`src/rtl/ufd_trig_pkg.sv`:
```
// Shared encodings for the transmit trigger family: operating modes, sequencer
// states and the nominal clock tick.
package ufd_trig_pkg;

  typedef enum logic [1:0] {
    MODE_CONT   = 2'd0,
    MODE_SINGLE = 2'd1,
    MODE_BURST  = 2'd2,
    MODE_RSVD   = 2'd3
  } mode_e;

  typedef enum logic [1:0] {
    ST_IDLE = 2'd0,
    ST_RUN  = 2'd1,
    ST_LAST = 2'd2
  } state_e;

  localparam int unsigned TICK_NS = 20;

endpackage

```
`src/rtl/trig_chan.sv`:
```
// One trigger channel: compares the shot counter against this channel's
// delay/width window and registers the result onto the pulser output.
module trig_chan
  import ufd_trig_pkg::*;
#(
  parameter int CNT_W = 24,
  parameter int PW_W  = 10,
  parameter int DLY_W = 12
) (
  input  logic             clk,
  input  logic             rst,
  input  logic             active,
  input  logic             en,
  input  logic [CNT_W-1:0] cnt,
  input  logic [DLY_W-1:0] delay,
  input  logic [PW_W-1:0]  width,
  output logic             trig
);

  logic [CNT_W:0] cnt_x;
  logic [CNT_W:0] win_lo;
  logic [CNT_W:0] win_hi;

  // One extra bit keeps delay + width from wrapping near the top of the range.
  always_comb begin
    cnt_x  = (CNT_W+1)'(cnt);
    win_lo = (CNT_W+1)'(delay);
    win_hi = win_lo + (CNT_W+1)'(width);
  end

  always_ff @(posedge clk or posedge rst) begin
    if (rst) trig <= 1'b0;
    else     trig <= active && en && (cnt_x >= win_lo) && (cnt_x < win_hi);
  end

endmodule

```
`src/rtl/trig_pulse_gen_mc.sv`:
```
// Multi-channel PRF timebase: sequencer FSM, period counter, config validation
// and shadow registers, driving NUM_CH delayed/width-programmable triggers.
module trig_pulse_gen_mc
  import ufd_trig_pkg::*;
#(
  parameter int NUM_CH  = 4,
  parameter int CNT_W   = 24,
  parameter int PW_W    = 10,
  parameter int DLY_W   = 12,
  parameter int BURST_W = 8,
  parameter int SHOT_W  = 16
) (
  input  logic                    clk,
  input  logic                    rst,
  input  logic                    start,
  input  logic                    stop,
  input  logic [1:0]              cfg_mode,
  input  logic [CNT_W-1:0]        cfg_period,
  input  logic [PW_W-1:0]         cfg_width,
  input  logic [NUM_CH*DLY_W-1:0] cfg_delay,
  input  logic [BURST_W-1:0]      cfg_burst,
  input  logic [NUM_CH-1:0]       ch_en,
  output logic [NUM_CH-1:0]       trig_out,
  output logic                    sync_out,
  output logic                    busy,
  output logic [SHOT_W-1:0]       shot_cnt,
  output logic                    cfg_err
);

  state_e                    state, state_nxt;
  logic [CNT_W-1:0]          cnt, cnt_nxt;
  logic [SHOT_W-1:0]         shot_nxt, shot_inc;
  logic                      err_nxt, load_cfg, live_ok, active, last_tick;

  mode_e                     mode_sh;
  logic [CNT_W-1:0]          period_sh;
  logic [PW_W-1:0]           width_sh;
  logic [NUM_CH*DLY_W-1:0]   delay_sh;
  logic [BURST_W-1:0]        burst_sh;
  logic [NUM_CH-1:0]         en_sh;

  // Live config check; every enabled channel's window must fit inside the period.
  always_comb begin
    live_ok = (mode_e'(cfg_mode) != MODE_RSVD) && (cfg_width != '0) &&
              (cfg_period >= CNT_W'(2)) &&
              !((mode_e'(cfg_mode) == MODE_BURST) && (cfg_burst == '0));
    for (int k = 0; k < NUM_CH; k++) begin
      if (ch_en[k] && (((CNT_W+1)'(cfg_delay[k*DLY_W +: DLY_W]) + (CNT_W+1)'(cfg_width)) >
                       (CNT_W+1)'(cfg_period)))
        live_ok = 1'b0;
    end
  end

  assign active    = (state != ST_IDLE);
  assign last_tick = (cnt == period_sh - CNT_W'(1));
  assign shot_inc  = shot_cnt + SHOT_W'(1);

  // NOTE: every always_comb output gets a default first so no path leaves it unassigned (no latch).
  always_comb begin
    state_nxt = state;
    cnt_nxt   = cnt;
    shot_nxt  = shot_cnt;
    err_nxt   = cfg_err;
    load_cfg  = 1'b0;
    unique case (state)
      ST_IDLE: begin
        if (start && !stop) begin
          if (live_ok) begin
            err_nxt   = 1'b0;
            load_cfg  = 1'b1;
            cnt_nxt   = '0;
            shot_nxt  = '0;
            state_nxt = (mode_e'(cfg_mode) == MODE_SINGLE) ? ST_LAST : ST_RUN;
          end else begin
            err_nxt = 1'b1;
          end
        end
      end
      ST_RUN: begin
        cnt_nxt  = last_tick ? '0 : cnt + CNT_W'(1);
        load_cfg = last_tick && live_ok;
        if (cnt == '0) begin
          shot_nxt = shot_inc;
          if ((mode_sh == MODE_SINGLE) ||
              ((mode_sh == MODE_BURST) && (shot_inc == SHOT_W'(burst_sh))))
            state_nxt = ST_LAST;
        end
        if (stop) state_nxt = ST_LAST;
      end
      ST_LAST: begin
        cnt_nxt = last_tick ? '0 : cnt + CNT_W'(1);
        if (cnt == '0) shot_nxt = shot_inc;
        if (last_tick) state_nxt = ST_IDLE;
      end
      default: state_nxt = ST_IDLE;
    endcase
  end

  // NOTE: sequential state uses non-blocking assignments so every register samples pre-edge values.
  always_ff @(posedge clk or posedge rst) begin
    if (rst) begin
      state    <= ST_IDLE;
      cnt      <= '0;
      shot_cnt <= '0;
      cfg_err  <= 1'b0;
      sync_out <= 1'b0;
      busy     <= 1'b0;
    end else begin
      state    <= state_nxt;
      cnt      <= cnt_nxt;
      shot_cnt <= shot_nxt;
      cfg_err  <= err_nxt;
      sync_out <= active && (cnt == '0);
      busy     <= active;
    end
  end

  // NOTE: shadow registers are few flops, so they are reset too; nothing reads stale X after reset.
  always_ff @(posedge clk or posedge rst) begin
    if (rst) begin
      mode_sh   <= MODE_CONT;
      period_sh <= '0;
      width_sh  <= '0;
      delay_sh  <= '0;
      burst_sh  <= '0;
      en_sh     <= '0;
    end else if (load_cfg) begin
      mode_sh   <= mode_e'(cfg_mode);
      period_sh <= cfg_period;
      width_sh  <= cfg_width;
      delay_sh  <= cfg_delay;
      burst_sh  <= cfg_burst;
      en_sh     <= ch_en;
    end
  end

  for (genvar k = 0; k < NUM_CH; k++) begin : g_ch
    trig_chan #(
      .CNT_W (CNT_W),
      .PW_W  (PW_W),
      .DLY_W (DLY_W)
    ) u_chan (
      .clk    (clk),
      .rst    (rst),
      .active (active),
      .en     (en_sh[k]),
      .cnt    (cnt),
      .delay  (delay_sh[k*DLY_W +: DLY_W]),
      .width  (width_sh),
      .trig   (trig_out[k])
    );
  end

endmodule

```
`config.mk`:
```
export PLATFORM = sky130hd
export DESIGN_NAME = trig_pulse_gen_mc
export DESIGN_NICKNAME = d
export VERILOG_FILES = /design/src/rtl/ufd_trig_pkg.sv /design/src/rtl/trig_chan.sv /design/src/rtl/trig_pulse_gen_mc.sv
export SDC_FILE = /design/constraint.sdc
export NUM_CORES = 1
export LEC_CHECK = 0
export CAP_MARGIN = 20
export CORE_AREA = 2 2 166 168
export CTS_CLUSTER_DIAMETER = 150
export DETAILED_ROUTE_END_ITERATION = 10
export DIE_AREA = 0 0 168 170
export GPL_TIMING_DRIVEN = 0
export PLACE_DENSITY = 0.75
export SYNTH_ARGS = -nofsm -noshare
export SYNTH_HDL_FRONTEND = slang
export SYNTH_SLANG_ARGS = --single-unit
```
`constraint.sdc`:
```
create_clock -name clk -period 9.05 [get_ports clk]
set_clock_uncertainty 0.2 [all_clocks]
set_input_delay 1.81 -clock clk [delete_from_list [all_inputs] [get_ports clk]]
set_output_delay 1.81 -clock clk [all_outputs]
set_load 0.05 [all_outputs]
```
Word level (Yosys, flattened, before mapping):

Index checks and enable logic that the tools add are counted.

* $add $sub $neg: 11
* magnitude comparators: 13
* equality and inequality tests: 15
* mux-type cells: 24
* reduce and logical (&&, ||, !) cells: 38

Operators with widths (number)
* $add A12 B10 Y13: 8
* $lt A24 B25 Y1: 4
* $ge A24 B12 Y1: 4
* $gt A13 B24 Y1: 4
* $mux W24: 3
* $mux W16: 3
* $pmux W24 S2: 1
* $pmux W16 S2: 1
* $add A24 B1 Y24 const B: 1
* $eq A24 B24 Y1: 1
* $ge A24 B2 Y1 const B: 1
* $logic_and A1 B1 Y1: 24
* $logic_not A24 Y1: 1
* $sub A24 B1 Y24 const B: 1
* $add A16 B1 Y16 const B: 1
* $eq A16 B8 Y1: 1
* $mux W2: 7
* $reduce_bool A10 Y1: 1
* $logic_not A8 Y1: 1
* $ne A2 B2 Y1 const B: 4
* $mux W1: 7
* $eq A2 B1 Y1 const B: 3
* $eq A2 B2 Y1 const B: 3
* $ne A3 B3 Y1 const B: 2
* 12 further kinds: 14

* flip-flop bits (word level): 145
* input bits: 100
* output and inout bits: 23
* logic and storage cells: 117

Longest topological paths before layout:

Gate-level depths: netlist of the first run.

* depth after elaboration: 11
* gate-level depth with buffers: 24
* mapped depth without buffers: 22

Cells and area by module:

A second synthesis of the first run with hierarchy kept.

* cells, all modules: 2232
* area, all modules: 18114.9 um^2

By module, submodules not included
* trig_pulse_gen_mc: instances 1, cells each 1628, area an instance 13447.9 um^2, seq. area each 3528.4 um^2
* trig_chan at g_ch[2].u_chan ...: instances 2, cells each 159, area an instance 1239.9 um^2, seq. area each 25.0 um^2
* trig_chan at g_ch[0].u_chan ...: instances 2, cells each 143, area an instance 1093.5 um^2, seq. area each 25.0 um^2

Worst setup path before layout of the first run:

No wires, ideal clock.

* path kind: input port to flip-flop
* start: input port cfg_width[0]
* end: register cnt[16]
* arrival: 6.221 ns
* setup slack: 2.525 ns
* stages on the path: 24
* path buffers: 2
* path through: ha_1 -> inv_1 -> fa_1 -> nor2b_1 -> o21ai_0 -> a21boi_0 -> o21ai_0 -> a21oi_1 -> o21ai_0 -> nand2b_1 -> nor2_1 -> or3_1 -> ha_1 -> a21oi_1 -> nand2_1 -> a221o_1 -> o31ai_1 -> o2111ai_1 -> o41ai_1 -> nand2b_1 -> clkbuf_1 -> nand2b_1 -> buf_2 -> o41ai_2

* word-level cells in the longest chain between the ends: 10
* elaborated cells on any way between the ends: 22

RTL lines
* start: declaration: line trig_pulse_gen_mc.sv:19 `input logic [PW_W-1:0] cfg_width,`
* branches (longest 7 deep; another with $gt A13 B24 Y1)
* $mux W1 (*): line trig_pulse_gen_mc.sv:48 `if (ch_en[k] && (((CNT_W+1)'(cfg_delay[k*DLY_W +: DLY_W]) + (CNT_W+1)'(cfg_width)) >`
* $ne A2 B2 Y1 (no line) (*)
* $reduce_and A3 Y1 (no line) (*)
* end signal: assignment: line trig_pulse_gen_mc.sv:110 `cnt <= cnt_nxt;`
* end: declaration: line trig_pulse_gen_mc.sv:31 `logic [CNT_W-1:0] cnt, cnt_nxt;`

Mark *: on every way between the ends.
A chain may end at the register's enable or synchronous reset.

Worst setup path in the final report of the first run:

* start: input port cfg_width[1]
* end: register cnt[5]

The elaborated chain is that of the path after synthesis.

==> impl_metrics.env, run 1 <==
export IMPL_via_count_of_the_first_global_routing_pass=12420
export IMPL_die_area_um2=28560
export IMPL_cp_cell_sequence="clkdlybuf4s50_1 -> inv_1 -> fa_1 -> nor2b_1 -> o21ai_0 -> a21boi_0 -> o21ai_0 -> a21oi_1 -> o21ai_0 -> nand2b_1 -> nor2_1 -> or3_1 -> ha_1 -> nand4_1 -> nor3_1 -> a2111oi_0 -> o31ai_1 -> o2111ai_1 -> o41ai_1 -> nand2b_1 -> clkbuf_1 -> nand2b_1 -> buf_2 -> o311ai_1"
export IMPL_critical_path_reg2reg_startpoint="period_sh[8]"
export IMPL_core_area_um2=26650
export IMPL_io_buffers=121
export IMPL_critical_path_slowest_cell="o41ai_1"
export IMPL_finalWirelength_um=41180
export IMPL_final_cells=2068
export IMPL_hp_class="flop to flop"
export IMPL_p_per_cell_area_nw_per_um2=305.1
export IMPL_post_cts_resize_count=0
export IMPL_timing_hold_violations_final=0
export IMPL_timing_fmax_mhz=115.5
export IMPL_ys_types=75
export IMPL_clockRootBuffer="clkbuf_16"
export IMPL_grt_usage=0.2932
export IMPL_yosysWarningCount=0
export IMPL_ios=123
export IMPL_grt_first_pass_wirelength_um=64900
export IMPL_gp_congestion=0.9423
export IMPL_clock_power_share=0.139
export IMPL_ys_async_sr_fraction=1.000
export IMPL_largest_net_degree_at_the_start_of_global_routing=77
export IMPL_period_needed_ps=8657
export IMPL_crit_path_max_fanout=10
export IMPL_clkSinkCount=145
export IMPL_pwr_share_seq=0.239
export IMPL_cp_arrival_ps=8780
export IMPL_worst_slew_pin_transition_ps=877.4
export IMPL_final_max_slew_violation_count=0
export IMPL_fp_row_count=60
export IMPL_slowest_delay_ps=780
export IMPL_endpoint_kind="flop"
export IMPL_chip_width_um=168
export IMPL_crit_path_start_kind="primary input"
export IMPL_grt_setup_unrepaired="no"
export IMPL_vdd_drop_max_uv=156.2
export IMPL_post_cts_setup_buffer_count=0
export IMPL_setup_viol=0
export IMPL_areaGrowthSynthToFinish_pct=15.54
export IMPL_total_gr_overflow=0
export IMPL_timing_reg2reg_worst_path_depth=12
export IMPL_ant_nets=0
export IMPL_switchingPower_w=0.002341
export IMPL_drc=0
export IMPL_fraction_of_final_layout_cells_with_drive_strength_greater_than_1=0.09612
export IMPL_run_status="completed"
export IMPL_crit_required_ps=9170
export IMPL_first_pass_iters=6
export IMPL_synth_main_ff_cell="dfrtp_1"
export IMPL_total_negative_slack_ps=0
export IMPL_number_of_instances_in_the_placed_design=2036
export IMPL_post_synth_cell_area_avg_um2=9.189
export IMPL_mapped_cells=1572
export IMPL_number_of_antenna_violations_at_the_first_check_in_global_routing=0
export IMPL_drt_initial_drc_count=734
export IMPL_num_nets_final=2058
export IMPL_fillers=2240
export IMPL_cts_buffers=17
export IMPL_layout_worst_path_cycle_share=0.9566
export IMPL_cellLeakagePower_nw=7.810
export IMPL_clkTransAtPathRegs_ps=70
export IMPL_cellInternalPower_w=0.002751
export IMPL_wire_per_inst_um=19.91
export IMPL_comb_power_share=0.622
export IMPL_switching_share=0.4597
export IMPL_ys_seq_elements=145
export IMPL_total_standard_cell_area_after_synthesis_um2=14450
export IMPL_timing_worst_setup_path_type="primary input to flop"
export IMPL_antenna_cells=0
export IMPL_hpwl_after_detailed_placement_um=32830
export IMPL_timing_hold_worst_start="en_sh[0]"
export IMPL_initial_utilization=0.5420
export IMPL_tritoncts="yes"
export IMPL_cp_startpoint="cfg_width[1]"
export IMPL_synth_fp_nets=1916
export IMPL_slew_headroom=0.4097
export IMPL_route_vias_total=12580
export IMPL_via_per_inst=6.081
export IMPL_holdPathStages=1
export IMPL_htreeDepth=4
export IMPL_synth_edff_count=0
export IMPL_cts_root_to_sink_buffers=2
export IMPL_cap_viol_max_count=0
export IMPL_yosysSeqAreaShare=0.2512
export IMPL_worstSkewPairLatency_ps=450
export IMPL_holdBufCountCts=0
export IMPL_die_h_um=170
[power by group through the flow]
stage,clock network [W],registers [W],logic (W)
after floorplan,0,0.00114,0.00238
after CTS,0.000716,0.00121,0.00315
after global placement,0,0.00121,0.00300
after global routing,0.000746,0.00125,0.00355
final,0.000708,0.00122,0.00317
after detailed placement,0,0.00122,0.00312
[cell usage after synthesis (24+ instances only)]
master | number | share of area
a21o_1 | 55 | 0.029
a21oi_1 | 85 | 0.029
clkbuf_1 | 31 | 0.0081
dfrtp_1 | 145 | 0.25
ha_1 | 236 | 0.20
inv_1 | 136 | 0.035
mux2_2 | 57 | 0.044
mux2_4 | 30 | 0.031
nand2_1 | 61 | 0.016
nand3_1 | 67 | 0.023
nand4_1 | 28 | 0.012
nor2_1 | 77 | 0.020
nor2b_1 | 24 | 0.010
nor3_1 | 30 | 0.010
o21ai_0 | 84 | 0.029
o21bai_1 | 26 | 0.014
xnor2_1 | 82 | 0.050
[cell type report]
type | instances | area (µm²) | area share
Timing Repair Buffer | 123 | 1246 | 0.07467
Tap cell | 341 | 426.7 | 0.02556
Clock inverter | 13 | 113.9 | 0.006822
Sequential cell | 145 | 3628 | 0.2174
Inverter | 137 | 519.2 | 0.03111
Multi-Input combinational cell | 1236 | 9981 | 0.5980
Clock buffer | 19 | 452.9 | 0.02714
Buffer | 54 | 321.6 | 0.01927
[metrics by stage]
stage / power, W / worst slack [ps] / util / hold slack, ps / cell area (µm²)
floorplan: 0.003526 / 2525 / - / 258.5 / 14450
global placement: 0.004206 / 283.9 / 0.6035 / 273.9 / 16080
detailed placement: 0.004339 / 253.5 / 0.6050 / 280.1 / 16120
CTS: 0.005078 / 632.1 / 0.6262 / 296.0 / 16690
global route: 0.005544 / 67.10 / 0.6262 / 325.9 / 16690
finish: 0.005092 / 393.1 / 0.6262 / 292.5 / 16690
[state kept, by name (all words and copies together) (netlist names)]
signal            flops
cfg_err               1
width_sh             10
delay_sh             48
busy                  1
cnt                  24
en_sh                 4
sync_out              1
mode_sh               2
state                 2
period_sh            24
g_ch.u_chan.trig      4
burst_sh              8
shot_cnt             16
[layout by cell type (no fill, tap or decap), drive strengths merged, types with 20 or more instances in the layout]
cell and instances:
dfrtp 145, mux2 89, nand4 28, inv 144, clkbuf 50, o21bai 26, a21o 55, nor2 77
nor3 32, nand2b 20, o21ai 84, nand3 67, nand2 61, clkdlybuf4s50 121, ha 236, nor2b 24
buf 25, xor2 23, a21oi 85, xnor2 82
[worst max-delay path: cells and delay by family]
kind	cells	cell delay [ps]
AO/OA/AOI/OAI	10	2720
buffers and inverters	4	1430
AND/OR/NAND/NOR	8	2000
adder cells (fa/ha/maj)	2	810
[metal layers]
layer | share of wire | global-route usage | wire length (µm)
met1 | 0.42 | 0.3649 | 17440
met2 | 0.48 | 0.5054 | 19670
met3 | 0.055 | 0.04302 | 2285
met4 | 0.043 | 0.1319 | 1782
met5 | 0 | 0 | 0
[path summary, 6_finish.rpt]
| path | end | slack, ps |
|---|---|---|
| max | cnt[5] | 390 |
| max reg2reg | en_sh[0] | 4710 |
| min | en_sh[0] | 290 |
| min in group asynchronous | cnt[17] | 1660 |
| max in group asynchronous | width_sh[4] | 6150 |
| min reg2reg | en_sh[0] | 290 |
[kinds of logic after synthesis]
group	synth area share
AND/OR/NAND/NOR	0.1462
AO/OA/AOI/OAI	0.1773
adder cells (fa/ha/maj)	0.2155
buffers and inverters	0.05786
flip-flops	0.2512
XOR/XNOR	0.06366
multiplexers	0.08826
Power figures use the tool's default switching activity.
==> inputs of run 2 (changes only) <==
CORE_AREA = 2 2 183 185   (was 2 2 166 168)
DIE_AREA = 0 0 185 187   (was 0 0 168 170)
PLACE_DENSITY = unset   (was 0.75)
==> run 2 against run 1 <==
Effect of this change:
- sequential power barely moved
- combinational power about the same
- register-to-register slack got worse by 100 ps
- clock-buffer cell count shrank 2
- sequential share of layout area shrank 0.20 points
- clock power grew 4.5%
- global-route usage fell by 4.1 points
- non-clock buffer count stayed put
- utilization shrank 11 points
- maximum frequency is 2.7% higher
- critical path depth fell by 1
- via count decreased by 1.7%
- largest cell class unchanged
==> impl_metrics.env, run 2 (synthesis results as in run 1) <==
export IMPL_run_status="completed"
export IMPL_timing_hold_violations_final=0
export IMPL_holdBufCountCts=0
export IMPL_min_delay_worst_endpoint="en_sh[0]"
export IMPL_critical_path_reg2reg_startpoint="period_sh[0]"
export IMPL_finalWirelength_um=42530
export IMPL_cellLeakagePower_nw=7.825
export IMPL_total_negative_slack_ps=0
export IMPL_total_gr_overflow=0
export IMPL_grt_first_pass_wirelength_um=65980
export IMPL_fp_row_count=67
export IMPL_ios=123
export IMPL_timing_fmax_mhz=118.6
export IMPL_drt_initial_drc_count=800
export IMPL_detailed_place_area_um2=16260
export IMPL_ant_nets=0
export IMPL_fillers=3144
export IMPL_timing_reg2reg_worst_path_depth=12
export IMPL_antenna_cells=0
export IMPL_cp_arrival_ps=8530
export IMPL_number_of_instances_in_the_placed_design=2143
export IMPL_timing_hold_worst_start="en_sh[0]"
export IMPL_cts_root_to_sink_buffers=2
export IMPL_clkTransAtPathRegs_ps=70
export IMPL_hp_class="flop to flop"
export IMPL_gp_congestion=0.9025
export IMPL_grt_setup_unrepaired="no"
export IMPL_endpoint_kind="flop"
export IMPL_crit_path_max_fanout=8
export IMPL_mostFrequentLayoutCell="ha_1"
export IMPL_via_per_inst=5.688
export IMPL_grt_usage=0.2520
export IMPL_period_needed_ps=8429
export IMPL_p_per_cell_area_nw_per_um2=302.8
export IMPL_core_area_um2=32860
export IMPL_post_cts_resize_count=0
export IMPL_die_h_um=187
export IMPL_largest_registers="delay_sh (48), cnt (24), period_sh (24)"
export IMPL_worstSkewPairLatency_ps=460
export IMPL_io_buffers=121
export IMPL_fraction_of_final_layout_cells_with_drive_strength_greater_than_1=0.09618
export IMPL_tritoncts="yes"
export IMPL_number_of_antenna_violations_at_the_first_check_in_global_routing=0
export IMPL_postLayoutCellArea_um2=16850
export IMPL_die_area_um2=34600
export IMPL_hpwl_after_detailed_placement_um=34040
export IMPL_multi_input_area_um2=9988
export IMPL_final_cells=2174
export IMPL_final_max_slew_violation_count=0
export IMPL_crit_path_start_kind="primary input"
export IMPL_largest_net_degree_at_the_start_of_global_routing=110
export IMPL_setup_reg_to_reg_worst_slack_ps=4610
export IMPL_vdd_drop_max_uv=193.1
export IMPL_worst_slew_pin_transition_ps=818.7
export IMPL_setup_viol=0
export IMPL_htreeDepth=4
export IMPL_cap_viol_max_count=0
export IMPL_drc=0
export IMPL_timing_worst_setup_path_type="primary input to flop"
export IMPL_timing_rr_end="burst_sh[2]"
export IMPL_registers_top_by_ff_count="delay_sh"
export IMPL_cts_buffers=17
export IMPL_layout_common_cells="ha_1 (236), dfrtp_1 (145), inv_1 (135)"
export IMPL_via_count_of_the_first_global_routing_pass=12010
export IMPL_clockRootBuffer="clkbuf_16"
export IMPL_route_vias_total=12370
export IMPL_max_reg_flops=48
export IMPL_chip_width_um=185
export IMPL_wire_per_inst_um=19.56
export IMPL_first_pass_iters=5
export IMPL_holdPathStages=1
export IMPL_initial_utilization=0.4396
export IMPL_areaGrowthSynthToFinish_pct=16.63
export IMPL_clkSinkCount=145
export IMPL_num_nets_final=2058
export IMPL_design_power_w=0.005102
export IMPL_register_area_um2=3628
export IMPL_post_cts_setup_buffer_count=0
export IMPL_slew_headroom=0.4500
export IMPL_crit_required_ps=9150
export IMPL_layout_worst_path_cycle_share=0.9314
==> run 2: changes by cell type in the layout (fill, tap and decap cells not counted), sizes merged <==
cell / delta
clkinv: +3
inv: -3
bufinv: +2
clkbuf: -2
clkinvlp: -1
==> run 2: report_power, final <==
part	switching [W]	internal, W
registers	0.000324	0.000896
logic	0.00167	0.00147
clock network	0.000331	0.000409
total	0.00232	0.00278
==> run 2: worst max-delay path by stage <==
stage | cells after the start | slack [ps] | start | end
3_5_place_dp | 24 | 80 | cfg_width[1] | cnt[16]
4_1_cts | 23 | 530 | cfg_width[1] | cnt[9]
6_report | 23 | 620 | cfg_width[1] | cnt[9]
3_3_place_gp | 23 | 100 | cfg_width[1] | cnt[9]
2_1_floorplan | 24 | 2530 | cfg_width[0] | cnt[16]
5_1_grt | 23 | 120 | cfg_width[1] | cnt[9]
==> run 2: stage by stage <==
stage,hold WS [ps],utilization,setup slack (ps)
2_1_floorplan,258.5,-,2525
3_3_place_gp,276.5,0.4935,103.1
3_5_place_dp,282.7,0.4947,82.71
4_1_cts,299.0,0.5125,528.5
5_1_grt,325.4,0.5127,124.9
6_report,297.8,0.5127,620.8
==> run 2: layer usage <==
layer	global-route usage	wire, µm
met1	0.3303	19100
met2	0.4192	20170
met3	0.03329	1821
met4	0.1001	1436
met5	0	0
==> run 2: cell type report <==
type	count	share of cell area
multi-input combinational	1236	0.5929
clock buffer	17	0.02525
sequential	145	0.2154
buffer	54	0.01909
inverter	137	0.03097
clock inverter	14	0.009358
timing repair buffer	123	0.07382
tap	448	0.03327
==> run 2: worst max-delay path, cell delays in order <==
cell,delay [ps]
clkdlybuf4s50_1,570
inv_1,310
fa_1,270
nor2b_1,60
o21ai_0,280
a21boi_0,180
o21ai_0,270
a21oi_1,140
o21ai_0,190
nand2b_1,190
and4b_1,240
or3_1,360
ha_1,330
nand4_1,260
nor3_1,560
a2111oi_0,220
o31ai_1,210
o2111ai_1,280
o41ai_2,580
nand2b_1,110
clkbuf_1,230
nand2b_1,330
o311ai_0,550
==> inputs of run 3 (changes only) <==
HOLD_SLACK_MARGIN = 0.06   (was unset)
==> results of run 3 <==
Same layout as run 2: the final DEF is identical, and so are final timing and power.
